## config.mk

```make
export PLATFORM = sky130hd
export DESIGN_NAME = gate_chain_accumulator_flat
export DESIGN_NICKNAME = d
export VERILOG_FILES = /design/src/rtl/gate_chain_accumulator_pkg.sv /design/src/rtl/gate_chain_accumulator_if.sv /design/src/rtl/gate_chain_accumulator.sv /design/src/flat_wrapper.sv
export SDC_FILE = /design/constraint.sdc
export NUM_CORES = 1
export LEC_CHECK = 0
export ABC_AREA = 0
export CORE_AREA = 2 2 587 589
export CTS_BUF_LIST = sky130_fd_sc_hd__clkbuf_8
export DETAILED_ROUTE_END_ITERATION = 12
export DIE_AREA = 0 0 589 591
export GPL_TIMING_DRIVEN = 0
export SLEW_MARGIN = 20
export SYNTH_ARGS = -nofsm -noshare
export SYNTH_HDL_FRONTEND = slang
export SYNTH_SLANG_ARGS = --single-unit
export TNS_END_PERCENT = 5
```

## constraint.sdc

```tcl
create_clock -name clk -period 1.8 [get_ports clk]
set_input_delay 0.36 -clock clk [delete_from_list [all_inputs] [get_ports clk]]
set_output_delay 0.36 -clock clk [all_outputs]
set_load 0.01 [all_outputs]
```

## src/rtl/gate_chain_accumulator_pkg.sv

```systemverilog
// Shared fixed-point complex 2x2 matrix types for the quantum-gate datapath.
// Also holds the accumulator FSM state encoding.
package qsim_pkg;

  localparam int CFX_W = 37;

  typedef logic signed [CFX_W-1:0] cfx_t;
  typedef cfx_t [0:1][0:1][0:1] cmtx_t;  // [row][col][0=re,1=im]

  typedef enum logic [2:0] {
    ACCEPT,
    ISSUE,
    WAIT,
    DRAIN,
    OUTPUT
  } gca_state_t;

  function automatic cmtx_t cmtx_identity(input int frac_bits);
    cmtx_t m;
    m = '0;
    m[0][0][0] = cfx_t'(64'sd1 << frac_bits);
    m[1][1][0] = cfx_t'(64'sd1 << frac_bits);
    return m;
  endfunction

endpackage

```

## src/rtl/gate_chain_accumulator_if.sv

```systemverilog
// Gate stream, multiplier link and result stream of the gate chain accumulator.
// master = accumulator side, slave = surrounding environment.
interface gate_chain_accumulator_if
  import qsim_pkg::*;
#(
  parameter int CNT_W = 16
);
  logic             gate_valid;
  logic             gate_last;
  cmtx_t            gate_mtx;
  logic             gate_ready;
  cmtx_t            mul_a;
  cmtx_t            mul_b;
  logic             mul_start;
  cmtx_t            mul_r;
  logic             mul_done;
  logic             res_valid;
  logic             res_ready;
  cmtx_t            res_mtx;
  logic [CNT_W-1:0] res_count;
  logic             res_timeout;

  modport master (
    input  gate_valid, gate_last, gate_mtx, mul_r, mul_done, res_ready,
    output gate_ready, mul_a, mul_b, mul_start, res_valid, res_mtx, res_count, res_timeout
  );

  modport slave (
    output gate_valid, gate_last, gate_mtx, mul_r, mul_done, res_ready,
    input  gate_ready, mul_a, mul_b, mul_start, res_valid, res_mtx, res_count, res_timeout
  );
endinterface

```

## src/rtl/gate_chain_accumulator.sv

```systemverilog
// Folds a stream of 2x2 complex gates into U = Gn*...*G1 by driving an external
// complex matrix multiplier; one result per gate_last-terminated sequence.
module gate_chain_accumulator
  import qsim_pkg::*;
#(
  parameter int FRAC_BITS = 34,
  parameter int TIMEOUT   = 64,
  parameter int CNT_W     = 16
) (
  input logic                      clk,
  input logic                      reset_n,
  gate_chain_accumulator_if.master bus
);

  localparam int    TO_W  = $clog2(TIMEOUT + 1);
  localparam cmtx_t IDENT = cmtx_identity(FRAC_BITS);

  gca_state_t       state;
  cmtx_t            u_mtx;
  cmtx_t            g_mtx;
  logic             last_q;
  logic [CNT_W-1:0] count;
  logic [CNT_W-1:0] count_inc;
  logic [TO_W-1:0]  tcnt;
  logic             err;
  logic             gate_ready;
  logic             mul_start;
  logic             res_valid;
  logic [CNT_W-1:0] res_count;
  logic             res_timeout;

  always_comb begin
    count_inc = (&count) ? count : count + 1'b1;
  end

  // G and U stay put outside ACCEPT/WAIT so the multiplier sees stable operands
  always_ff @(posedge clk or negedge reset_n) begin
    if (!reset_n) begin
      state       <= ACCEPT;
      u_mtx       <= IDENT;
      g_mtx       <= '0;
      last_q      <= 1'b0;
      count       <= '0;
      tcnt        <= '0;
      err         <= 1'b0;
      gate_ready  <= 1'b0;
      mul_start   <= 1'b0;
      res_valid   <= 1'b0;
      res_count   <= '0;
      res_timeout <= 1'b0;
    end else begin
      mul_start <= 1'b0;
      case (state)
        ACCEPT: begin
          gate_ready <= 1'b1;
          if (bus.gate_valid && gate_ready) begin
            g_mtx      <= bus.gate_mtx;
            last_q     <= bus.gate_last;
            gate_ready <= 1'b0;
            mul_start  <= 1'b1;
            state      <= ISSUE;
          end
        end
        ISSUE: begin
          tcnt  <= '0;
          state <= WAIT;
        end
        WAIT: begin
          if (bus.mul_done) begin
            u_mtx <= bus.mul_r;
            count <= count_inc;
            if (last_q) begin
              res_valid   <= 1'b1;
              res_count   <= count_inc;
              res_timeout <= err;
              state       <= OUTPUT;
            end else begin
              gate_ready <= 1'b1;
              state      <= ACCEPT;
            end
          end else if (tcnt == TO_W'(TIMEOUT - 1)) begin
            err <= 1'b1;
            if (last_q) begin
              res_valid   <= 1'b1;
              res_count   <= count;
              res_timeout <= 1'b1;
              state       <= OUTPUT;
            end else begin
              gate_ready <= 1'b1;
              state      <= DRAIN;
            end
          end else begin
            tcnt <= tcnt + 1'b1;
          end
        end
        DRAIN: begin
          // Remaining gates of an aborted sequence are swallowed up to gate_last
          gate_ready <= 1'b1;
          if (bus.gate_valid && gate_ready && bus.gate_last) begin
            gate_ready  <= 1'b0;
            res_valid   <= 1'b1;
            res_count   <= count;
            res_timeout <= err;
            state       <= OUTPUT;
          end
        end
        OUTPUT: begin
          gate_ready <= 1'b0;
          if (res_valid && bus.res_ready) begin
            u_mtx       <= IDENT;
            count       <= '0;
            err         <= 1'b0;
            res_valid   <= 1'b0;
            res_count   <= '0;
            res_timeout <= 1'b0;
            gate_ready  <= 1'b1;
            state       <= ACCEPT;
          end
        end
        default: state <= ACCEPT;
      endcase
    end
  end

  assign bus.gate_ready  = gate_ready;
  assign bus.mul_start   = mul_start;
  assign bus.mul_a       = g_mtx;
  assign bus.mul_b       = u_mtx;
  assign bus.res_mtx     = u_mtx;
  assign bus.res_valid   = res_valid;
  assign bus.res_count   = res_count;
  assign bus.res_timeout = res_timeout;

endmodule

```

## src/flat_wrapper.sv

```systemverilog
// flat-port wrapper written by rule: the top's interface ports become plain ports
module gate_chain_accumulator_flat import qsim_pkg::*;
#(
  parameter int FRAC_BITS = 34,
  parameter int TIMEOUT   = 64,
  parameter int CNT_W     = 16
)
  (clk, reset_n, bus_gate_valid, bus_gate_last, bus_gate_mtx, bus_mul_r, bus_mul_done, bus_res_ready, bus_gate_ready, bus_mul_a, bus_mul_b, bus_mul_start, bus_res_valid, bus_res_mtx, bus_res_count, bus_res_timeout);
  gate_chain_accumulator_if #(.CNT_W(CNT_W)) bus_i ();
  input logic clk;
  input logic reset_n;
  input wire logic [$bits(bus_i.gate_valid)-1:0] bus_gate_valid;
  input wire logic [$bits(bus_i.gate_last)-1:0] bus_gate_last;
  input wire logic [$bits(bus_i.gate_mtx)-1:0] bus_gate_mtx;
  input wire logic [$bits(bus_i.mul_r)-1:0] bus_mul_r;
  input wire logic [$bits(bus_i.mul_done)-1:0] bus_mul_done;
  input wire logic [$bits(bus_i.res_ready)-1:0] bus_res_ready;
  output wire logic [$bits(bus_i.gate_ready)-1:0] bus_gate_ready;
  output wire logic [$bits(bus_i.mul_a)-1:0] bus_mul_a;
  output wire logic [$bits(bus_i.mul_b)-1:0] bus_mul_b;
  output wire logic [$bits(bus_i.mul_start)-1:0] bus_mul_start;
  output wire logic [$bits(bus_i.res_valid)-1:0] bus_res_valid;
  output wire logic [$bits(bus_i.res_mtx)-1:0] bus_res_mtx;
  output wire logic [$bits(bus_i.res_count)-1:0] bus_res_count;
  output wire logic [$bits(bus_i.res_timeout)-1:0] bus_res_timeout;
  assign bus_i.gate_valid = bus_gate_valid;
  assign bus_i.gate_last = bus_gate_last;
  assign bus_i.gate_mtx = bus_gate_mtx;
  assign bus_i.mul_r = bus_mul_r;
  assign bus_i.mul_done = bus_mul_done;
  assign bus_i.res_ready = bus_res_ready;
  assign bus_gate_ready = bus_i.gate_ready;
  assign bus_mul_a = bus_i.mul_a;
  assign bus_mul_b = bus_i.mul_b;
  assign bus_mul_start = bus_i.mul_start;
  assign bus_res_valid = bus_i.res_valid;
  assign bus_res_mtx = bus_i.res_mtx;
  assign bus_res_count = bus_i.res_count;
  assign bus_res_timeout = bus_i.res_timeout;
  gate_chain_accumulator #(.FRAC_BITS(FRAC_BITS), .TIMEOUT(TIMEOUT), .CNT_W(CNT_W)) u_core (.clk(clk), .reset_n(reset_n), .bus(bus_i));
endmodule
```

==> flow_summary.yaml, run 1 <==
sta:
  setup_viol: 1483
  skew_ps: 79.96
  rsz0062_at_grt: "yes"
  final_hold_viol_count: 9
  hold_ws_ps: -18.66
  min_period_ps: 2258
  max_freq_mhz: 443.0
  relSlewSlack_pct: 52.14
  fin_crit_sh_pct: 125.4
  worstMarginPinSlew_ps: 717.9
  fin_ws_ps: -457.5
  final-max-slew-violation-count: 0
placement:
  place_inst: 7983
  dpl.hpwl_microns: 209600
  gp_congestion: 0.9742
  port_buffers: 1505
  dpl_cell_area_sq_um: 47410
  place_ws_ps: -2015
finish:
  nNetsFinal: 4881
  drive_gt1_share_pct: 34.41
  stdcell_area_sq_um: 58410
  fin_cells: 8993
  syn_to_final_growth_pct: 121.7
logic_synthesis:
  synthCells: 1910
  yosys.area.top_type: "dfrtp_1"
  async_flop_share_pct: 100.0
  netlist.area_leader.share_pct: 60.59
  ys_types: 55
  yosys_warnings: 0
  yosysMostFrequentCell: "dfrtp_1"
  synth_seq_area_share_pct: 60.79
  netlist_area_sq_um: 26350
  synth_enable_flop_cells: 0
  yosys-top-cells-count: "dfrtp_1 (638), buf_4 (320), a22o_1 (295)"
  synth_nets: 2510
  synth_flop_cell: "dfrtp_1"
  ys_top_cells_by_area: "dfrtp_1 (61%), mux2_2 (10%), a22o_1 (9.8%)"
  synth-seq-cells: 640
  avgSynthCellArea_sq_um: 13.80
route:
  top_layer: "met5"
  met1_length_microns: 84770
  drt-initial-drc-count: 1941
  ant_nets: 0
  route.met2.wl_microns: 118100
  vias: 27590
  dr.pass1.iters: 5
  vias_per_cell: 3.068
  wl_met3_microns: 26590
  routedWlPerCell_microns: 27.78
  routed_wl_microns: 249800
  drc: 0
critical_path:
  arrival_ps: 3080
  critPathLaunchType: "register"
  path_class: "register to register"
  cp-end-kind: "register"
  cp_max_fo: 10
  required_ps: 2620
die:
  coreArea_sq_um: 341900
  die_y_microns: 591
  start_util_pct: 7.706
  num_io_pins: 1506
  die_area_sq_um: 348100
  rows: 215
  die_w_microns: 589
global_routing:
  grt_pass1_wl_microns: 308900
  grt_overflow: 0
  grt.total_usage_pct: 13.74
  grt_pass1_vias: 28540
  antenna_found_initial: 125
  grt_start_max_net_pins: 102
flow_run:
  cap_violations: 0
power_and_ir_drop:
  vdd_ir_drop_max_mv: 1.067
  p_leak_nw: 25.26
  p_per_area_nw_per_um2: 1787
status:
  violations: "negative hold slack, negative setup slack"
  outcome: "finished, violations left"
clock_tree:
  clkTransAtPathRegs_ps: 60
  cts.path.max_buffers: 4
  cts_made_buffers: 136
  h-tree-depth: 4
  clock_sinks: 640
  cts_tree: "yes"
  hold_buffers: 548
  clock_latency_ps: 930
  cts_root_buf: "clkbuf_8"
hold_path:
  hp-class: "primary input to async pin"
cell families (layout without fill, tap and decap cells):
| logic type | count (synthesis) | in the layout | share of synthesized area (%) |
|---|---|---|---|
| buf+inv | 428 | 2898 | 11.07 |
| fa+ha+maj | 2 | 2 | 0.09496 |
| mux | 300 | 300 | 12.81 |
| xor+xnor | 6 | 6 | 0.1995 |
| flops | 640 | 640 | 60.79 |
| other cells | 0 | 56 | 0 |
| simple gates | 127 | 127 | 2.617 |
| compound gates | 407 | 407 | 12.42 |
power breakdown:
group	internal [W]	total, W	switching (W)	leakage (nW)
clock network	0.00936	0.0172	0.00779	1.57
registers	0.0216	0.0299	0.00833	7.65
logic	0.0289	0.0573	0.0284	16.0
sequential cells by signal, indices dropped and copies added (netlist names):
signal	flops
u_core.err	1
u_core.bus.mul_b	296
u_core.bus.res_timeout	1
u_core.tcnt	7
u_core.bus.res_valid	1
u_core.count	16
u_core.bus.mul_a	296
u_core.bus.mul_start	1
u_core.state	3
u_core.bus.res_count	16
u_core.bus.gate_ready	1
u_core.last_q	1
worst paths after layout:
check	from	endpoint	slack, ps	cells past startpoint
max	u_core.state[2]$_DFFE_PN0P_	u_core.bus.mul_b[79]$_DFFE_PN0P_	-460	8
max in group asynchronous	reset_n	u_core.bus.mul_b[267]$_DFFE_PN0P_	240	4
min	reset_n	u_core.bus.mul_b[249]$_DFFE_PN0P_	-20	2
min in group clk	bus_mul_r[70]	u_core.bus.mul_b[70]$_DFFE_PN0P_	150	2
min reg2reg	u_core.bus.mul_a[272]$_DFFE_PN0P_	u_core.bus.mul_a[272]$_DFFE_PN0P_	480	1
max reg2reg	u_core.state[2]$_DFFE_PN0P_	u_core.bus.mul_b[79]$_DFFE_PN0P_	-460	8
area by class of cell:
type,count,area [sq um]
antenna,56,140.1
buffer,405,3401
clock buffer,160,2202
clock inverter,77,655.6
fill,37560,283500
inverter,8,30.03
multi-input combinational,842,7660
sequential,640,16230
tap,4557,5702
timing repair buffer,2248,22390
cell usage in the layout (no fill, tap or decap), types with 8 or more instances in the layout:
cell type / n
o21ai_0: 22
dfrtp_2: 147
dlygate4sd3_1: 548
mux2_1: 59
buf_4: 375
clkbuf_2: 40
mux2_4: 23
dlymetal6s2s_1: 42
clkdlybuf4s15_2: 52
mux2_2: 215
bufinv_16: 8
clkdlybuf4s50_1: 809
clkdlybuf4s15_1: 27
buf_6: 205
buf_8: 25
nand2_1: 29
nand3_1: 14
nand4_1: 8
buf_12: 34
diode_2: 56
nor2_1: 22
a31oi_1: 16
buf_16: 21
a21oi_1: 29
inv_1: 37
clkbuf_8: 160
o21ai_1: 12
a22o_1: 295
dlygate4sd2_1: 353
dfrtp_1: 484
buf_2: 106
clkinv_2: 18
layer usage:
metal,vias up,track usage (%)
li1,11490,-
met1,13730,14.07
met2,1827,23.07
met3,493,5.327
met4,50,9.639
met5,-,0
what timing repair did:
| action | 4_1_cts | 5_1_grt |
|---|---|---|
| pin swaps | 11 | 11 |
| endpoints found under the hold margin | 892 | 48 |
| buffers inserted | 121 | 54 |
| endpoints found under the setup margin | 1535 | 1540 |
| gates resized for setup | 1430 | 688 |
| cloned | 10 | 2 |
critical path, cell delays in order (launching register included):
cell and delay [ps]:
dfrtp_1 370, buf_6 140, buf_2 190, nor3_4 250
buf_12 150, buf_8 130, clkbuf_2 320, buf_4 380
a22o_1 170
through the flow:
stage / power, W / setup TNS [ps] / util, %
2_1_floorplan: 0.04462 / 0 / -
3_3_place_gp: 0.08310 / - / 13.78
3_5_place_dp: 0.08351 / -907890 / 13.87
4_1_cts: 0.1035 / -678960 / 16.73
5_1_grt: 0.1088 / -597780 / 17.06
6_report: 0.1044 / -426610 / 17.08
(Power assumes the default switching activity.)
==> inputs of run 2 (changes only) <==
MAX_ROUTING_LAYER = met4   (was unset)
REMOVE_ABC_BUFFERS = 1   (was unset)
SKIP_LAST_GASP = 1   (was unset)
==> flow_summary.yaml, run 2 (synthesized netlist as in run 1, its figures left out) <==
clock_tree:
  clock_sinks: 640
  clkTransAtPathRegs_ps: 50
  cts_tree: "yes"
  h-tree-depth: 4
  cts.path.max_buffers: 4
  clock_latency_ps: 950
  cts_root_buf: "clkbuf_8"
  cts_made_buffers: 135
critical_path:
  cp_common_cell: "buf_8"
  required_ps: 2560
  max_stage_delay_ps: 510
  arrival_ps: 3830
  cp_max_fo: 7
  path_class: "register to register"
  path_delay_family: "buffers and inverters"
  cp-end-kind: "register"
  cp_num_buf_inv: 17
  critical_path.cell_chain: "nor4_4 > buf_6 > buf_8 > buf_8 > buf_8 > buf_8 > buf_8 > buf_8 > buf_8 > buf_8 > buf_8 > buf_8 > buf_8 > buf_8 > buf_8 > buf_8 > buf_8 > buf_4 > mux2_2"
  cp_slowest_cell: "dfrtp_4"
  critPathLaunchType: "register"
power_and_ir_drop:
  vdd_ir_drop_max_mv: 1.083
  p_total_w: 0.09819
  p_per_area_nw_per_um2: 1770
  p_leak_nw: 21.71
sta:
  worstMarginPinSlew_ps: 1133
  final_hold_viol_count: 0
  fin_ws_ps: -1269
  fin_crit_sh_pct: 170.5
  final-max-slew-violation-count: 0
  min_period_ps: 3069
  hold_ws_ps: 175.4
  setup_viol: 1531
  skew_ps: 82.25
  rsz0062_at_grt: "yes"
  relSlewSlack_pct: 24.77
  max_freq_mhz: 325.9
die:
  die_area_sq_um: 348100
  die_w_microns: 589
  start_util_pct: 7.706
  die_y_microns: 591
  num_io_pins: 1506
  rows: 215
  coreArea_sq_um: 341900
hold_path:
  hp-class: "primary input to async pin"
finish:
  mostFrequentLayoutCells: "clkdlybuf4s50_1 (1466), dfrtp_1 (633), dlygate4sd3_1 (572)"
  drive_gt1_share_pct: 16.57
  num-fill-cells: 37530
  nNetsFinal: 4511
  mostFrequentLayoutCell: "clkdlybuf4s50_1"
  syn_to_final_growth_pct: 110.6
  fin_cells: 8654
global_routing:
  grt_pass1_wl_microns: 288300
  gr-usage-met2_pct: 23.85
  top_usage_layer: "met2"
  use_met3_pct: 4.657
  grt_pass1_vias: 25880
  grt_start_max_net_pins: 103
  met1_usage_pct: 12.51
  grt_overflow: 0
  grt.total_usage_pct: 13.23
  antenna_found_initial: 119
placement:
  port_buffers: 1505
  place_inst: 7647
  dpl.hpwl_microns: 198500
  gp_congestion: 0.9947
route:
  drc: 0
  drt-initial-drc-count: 1457
  vias_per_cell: 2.885
  routed_wl_microns: 234400
  vias: 24970
  dr.pass1.iters: 7
  routedWlPerCell_microns: 27.09
  ant_nets: 0
flow_run:
  cap_violations: 0
status:
  violations: "negative setup slack"
  outcome: "finished, violations left"
## run 2: layout make-up
cell class              count  area, sq um  area share (%)
repair buffers           2284        23190           41.80
flip-flops and latches    640        16030           28.89
multi-input cells         842         7595           13.69
well taps                4557         5702           10.28
clock buffers             156         2147           3.870
clock inverters            78        568.0           1.024
diodes                     89        222.7          0.4014
inverters                   8        30.03         0.05412
## run 2: worst paths after layout
kind                       cells after the start  slack, ps                           endpoint                               from
max                                           19      -1270  u_core.bus.mul_a[211]$_DFFE_PN0P_        u_core.state[2]$_DFFE_PN0P_
min                                            3        180  u_core.bus.mul_b[136]$_DFFE_PN0P_                            reset_n
max reg2reg                                   19      -1270  u_core.bus.mul_a[211]$_DFFE_PN0P_        u_core.state[2]$_DFFE_PN0P_
min reg2reg                                    1        490  u_core.bus.mul_a[274]$_DFFE_PN0P_  u_core.bus.mul_a[274]$_DFFE_PN0P_
max in group asynchronous                      5        490  u_core.bus.mul_b[147]$_DFFE_PN0P_                            reset_n
min in group clk                               2        180  u_core.bus.mul_b[202]$_DFFE_PN0P_                     bus_mul_r[202]
## run 2: timing repair
action / in CTS / in global routing
gates cloned: 1 / 3
hold endpoints to repair: 908 / 0
setup endpoints to repair: 1536 / 1541
hold buffers: 573 / 0
pin swaps: 2 / 6
gates resized for setup: 179 / 89
buffers inserted: 74 / 37
## run 2: power by group
group / internal (W) / total [W] / switching, W
logic: 0.0265 / 0.0542 / 0.0277
clock network: 0.00894 / 0.0165 / 0.00760
registers: 0.0213 / 0.0274 / 0.00614
total: 0.0568 / 0.0982 / 0.0414
## run 2: per-layer routing
metal / routed length, microns / up-vias / part of all wire (%)
met4: 13450 / 0 / 5.7
met1: 78440 / 12270 / 33
met2: 122000 / 1451 / 52
li1: - / 10830 / -
met5: 0 / - / 0
met3: 20540 / 408 / 8.8
## run 2: through the flow
step	util, %	setup WS, ps	setup TNS (ps)	cell area [sq um]
after floorplan	-	-30150	-	23460
after global placement	12.94	-46010	-	44230
after detailed placement	13.20	-4732	-1118200	45150
after CTS	15.99	-1262	-1040860	54680
after global routing	16.22	-1325	-1035230	55470
final	16.23	-1269	-841180	55480
## run 2: worst reg2reg max path, delay by kind of cell (launching register included)
family	cells	cell delay (ps)
buffers and inverters	17	1720
flip-flops	1	510
multiplexers	1	320
AND/OR/NAND/NOR	1	390
==> inputs of run 3 (changes only) <==
clock period = 2.7 ns   (was 1.8 ns; I/O delays follow)
==> flow_summary.yaml, run 3 (synthesized netlist as in run 1, its figures left out) <==
critical_path:
  arrival_ps: 2340
  cp-end-kind: "primary output"
  critPathLaunchType: "register"
  max_stage_delay_ps: 850
  cp_max_fo: 3
  cp_slowest_cell: "clkdlybuf4s50_1"
  critical_path.cell_chain: "clkdlybuf4s50_1"
  path_delay_family: "buffers and inverters"
  path_class: "register to primary output"
  cp-startpoint: "u_core.bus.mul_b[45]$_DFFE_PN0P_"
  cp_num_buf_inv: 1
  rr_startpoint: "u_core.state[0]$_DFFE_PN0P_"
  required_ps: 2160
route:
  dr.pass1.iters: 5
  vias: 22150
  routedWlPerCell_microns: 28.23
  routed_wl_microns: 225400
  vias_per_cell: 2.773
  ant_nets: 0
  drt-initial-drc-count: 1171
  drc: 0
status:
  violations: "negative setup slack"
  outcome: "finished, violations left"
die:
  die_y_microns: 591
  num_io_pins: 1506
  start_util_pct: 7.706
  die_w_microns: 589
  coreArea_sq_um: 341900
  die_area_sq_um: 348100
  rows: 215
sta:
  relSlewSlack_pct: 26.44
  rsz0062_at_grt: "yes"
  max_freq_mhz: 346.8
  worstMarginPinSlew_ps: 1108
  fin_ws_ps: -183.1
  min_period_ps: 2883
  final-max-slew-violation-count: 0
  skew_ps: 77.68
  final_hold_viol_count: 0
  setup_viol: 67
  hold_ws_ps: 186.6
  fin_tns_setup_ps: -3059
  fin_crit_sh_pct: 106.8
finish:
  drive_gt1_share_pct: 17.12
  nNetsFinal: 3844
  fin_cells: 7987
  mostFrequentLayoutCells: "clkdlybuf4s50_1 (1420), dfrtp_1 (633), a22o_1 (295)"
  syn_to_final_growth_pct: 84.17
  mostFrequentLayoutCell: "clkdlybuf4s50_1"
hold_path:
  hp-class: "primary input to async pin"
clock_tree:
  clock_latency_ps: 940
  clkTransAtPathRegs_ps: 60
  cts_made_buffers: 135
  cts.path.max_buffers: 4
  cts_root_buf: "clkbuf_8"
  h-tree-depth: 4
  clock_sinks: 640
  cts_tree: "yes"
placement:
  place_inst: 7647
  dpl.hpwl_microns: 198500
  port_buffers: 1505
  gp_congestion: 0.9947
global_routing:
  grt.total_usage_pct: 12.77
  grt_pass1_wl_microns: 273300
  antenna_found_initial: 122
  grt_overflow: 0
  grt_start_max_net_pins: 103
  grt_pass1_vias: 22610
power_and_ir_drop:
  p_leak_nw: 18.71
  p_total_w: 0.06281
  vdd_ir_drop_max_mv: 0.6840
  p_per_area_nw_per_um2: 1294
flow_run:
  cap_violations: 0
## run 3: changes by cell type in the layout (fill, tap and decap cells not counted), sizes merged
cell	previous run	this run
buf	213	112
bufbuf	0	2
clkdlybuf4s50	1466	1420
dlymetal6s2s	0	1
dlygate4sd2	30	64
dlygate4sd3	572	1
clkbuf	159	158
clkdlybuf4s15	0	15
## run 3: final cells by class
type / instances / area [sq um]
diodes: 89 / 222.7
clock buffers: 156 / 2147
clock inverters: 78 / 568.0
fillers: 38160 / 293400
inverters: 8 / 30.03
multi-input cells: 842 / 7458
flip-flops and latches: 640 / 16030
well taps: 4557 / 5702
repair buffers: 1617 / 16370
## run 3: path summary, 6_finish.rpt
path	end	slack [ps]	cells after the start
max	bus_mul_b[45]	-180	1
min	u_core.bus.mul_b[222]$_DFFE_PN0P_	190	2
max reg2reg	u_core.bus.mul_b[85]$_DFFE_PN0P_	-60	11
min reg2reg	u_core.bus.mul_a[274]$_DFFE_PN0P_	480	1
max in group asynchronous	u_core.bus.mul_b[286]$_DFFE_PN0P_	1010	5
min in group clk	u_core.bus.mul_b[210]$_DFFE_PN0P_	190	2
## run 3: stage by stage
| step | worst slack, ps | area, sq um | utilization, % |
|---|---|---|---|
| 6_report | -183.1 | 48530 | 14.19 |
| 5_1_grt | -267.9 | 48520 | 14.19 |
| 4_1_cts | -307.2 | 48230 | 14.10 |
| 3_5_place_dp | -4012 | 45150 | 13.20 |
| 3_3_place_gp | -45290 | 44230 | 12.94 |
| 2_1_floorplan | -29250 | 23460 | - |
## run 3: metal layers
| layer | part of all wire [%] | GRT usage, % | wire [microns] |
|---|---|---|---|
| met5 | 0 | - | 0 |
| met3 | 10 | 5.625 | 22790 |
| met2 | 53 | 23.22 | 119400 |
| met1 | 32 | 11.48 | 72240 |
| met4 | 4.9 | 5.376 | 11000 |
## run 3: what timing repair did
action / 4_1_cts / 5_1_grt
hold buffers: 1 / 0
pin swaps: 2 / 0
cloned: 2 / 2
resized for setup: 174 / 11
setup endpoints to repair: 822 / 388
setup buffers: 26 / 2
hold endpoints to repair: 337 / 0
## run 3: report_power, final
group	leakage (nW)	internal, W	switching (W)
clock network	1.54	0.00596	0.00503
logic	9.34	0.0160	0.0176
registers	7.84	0.0142	0.00398
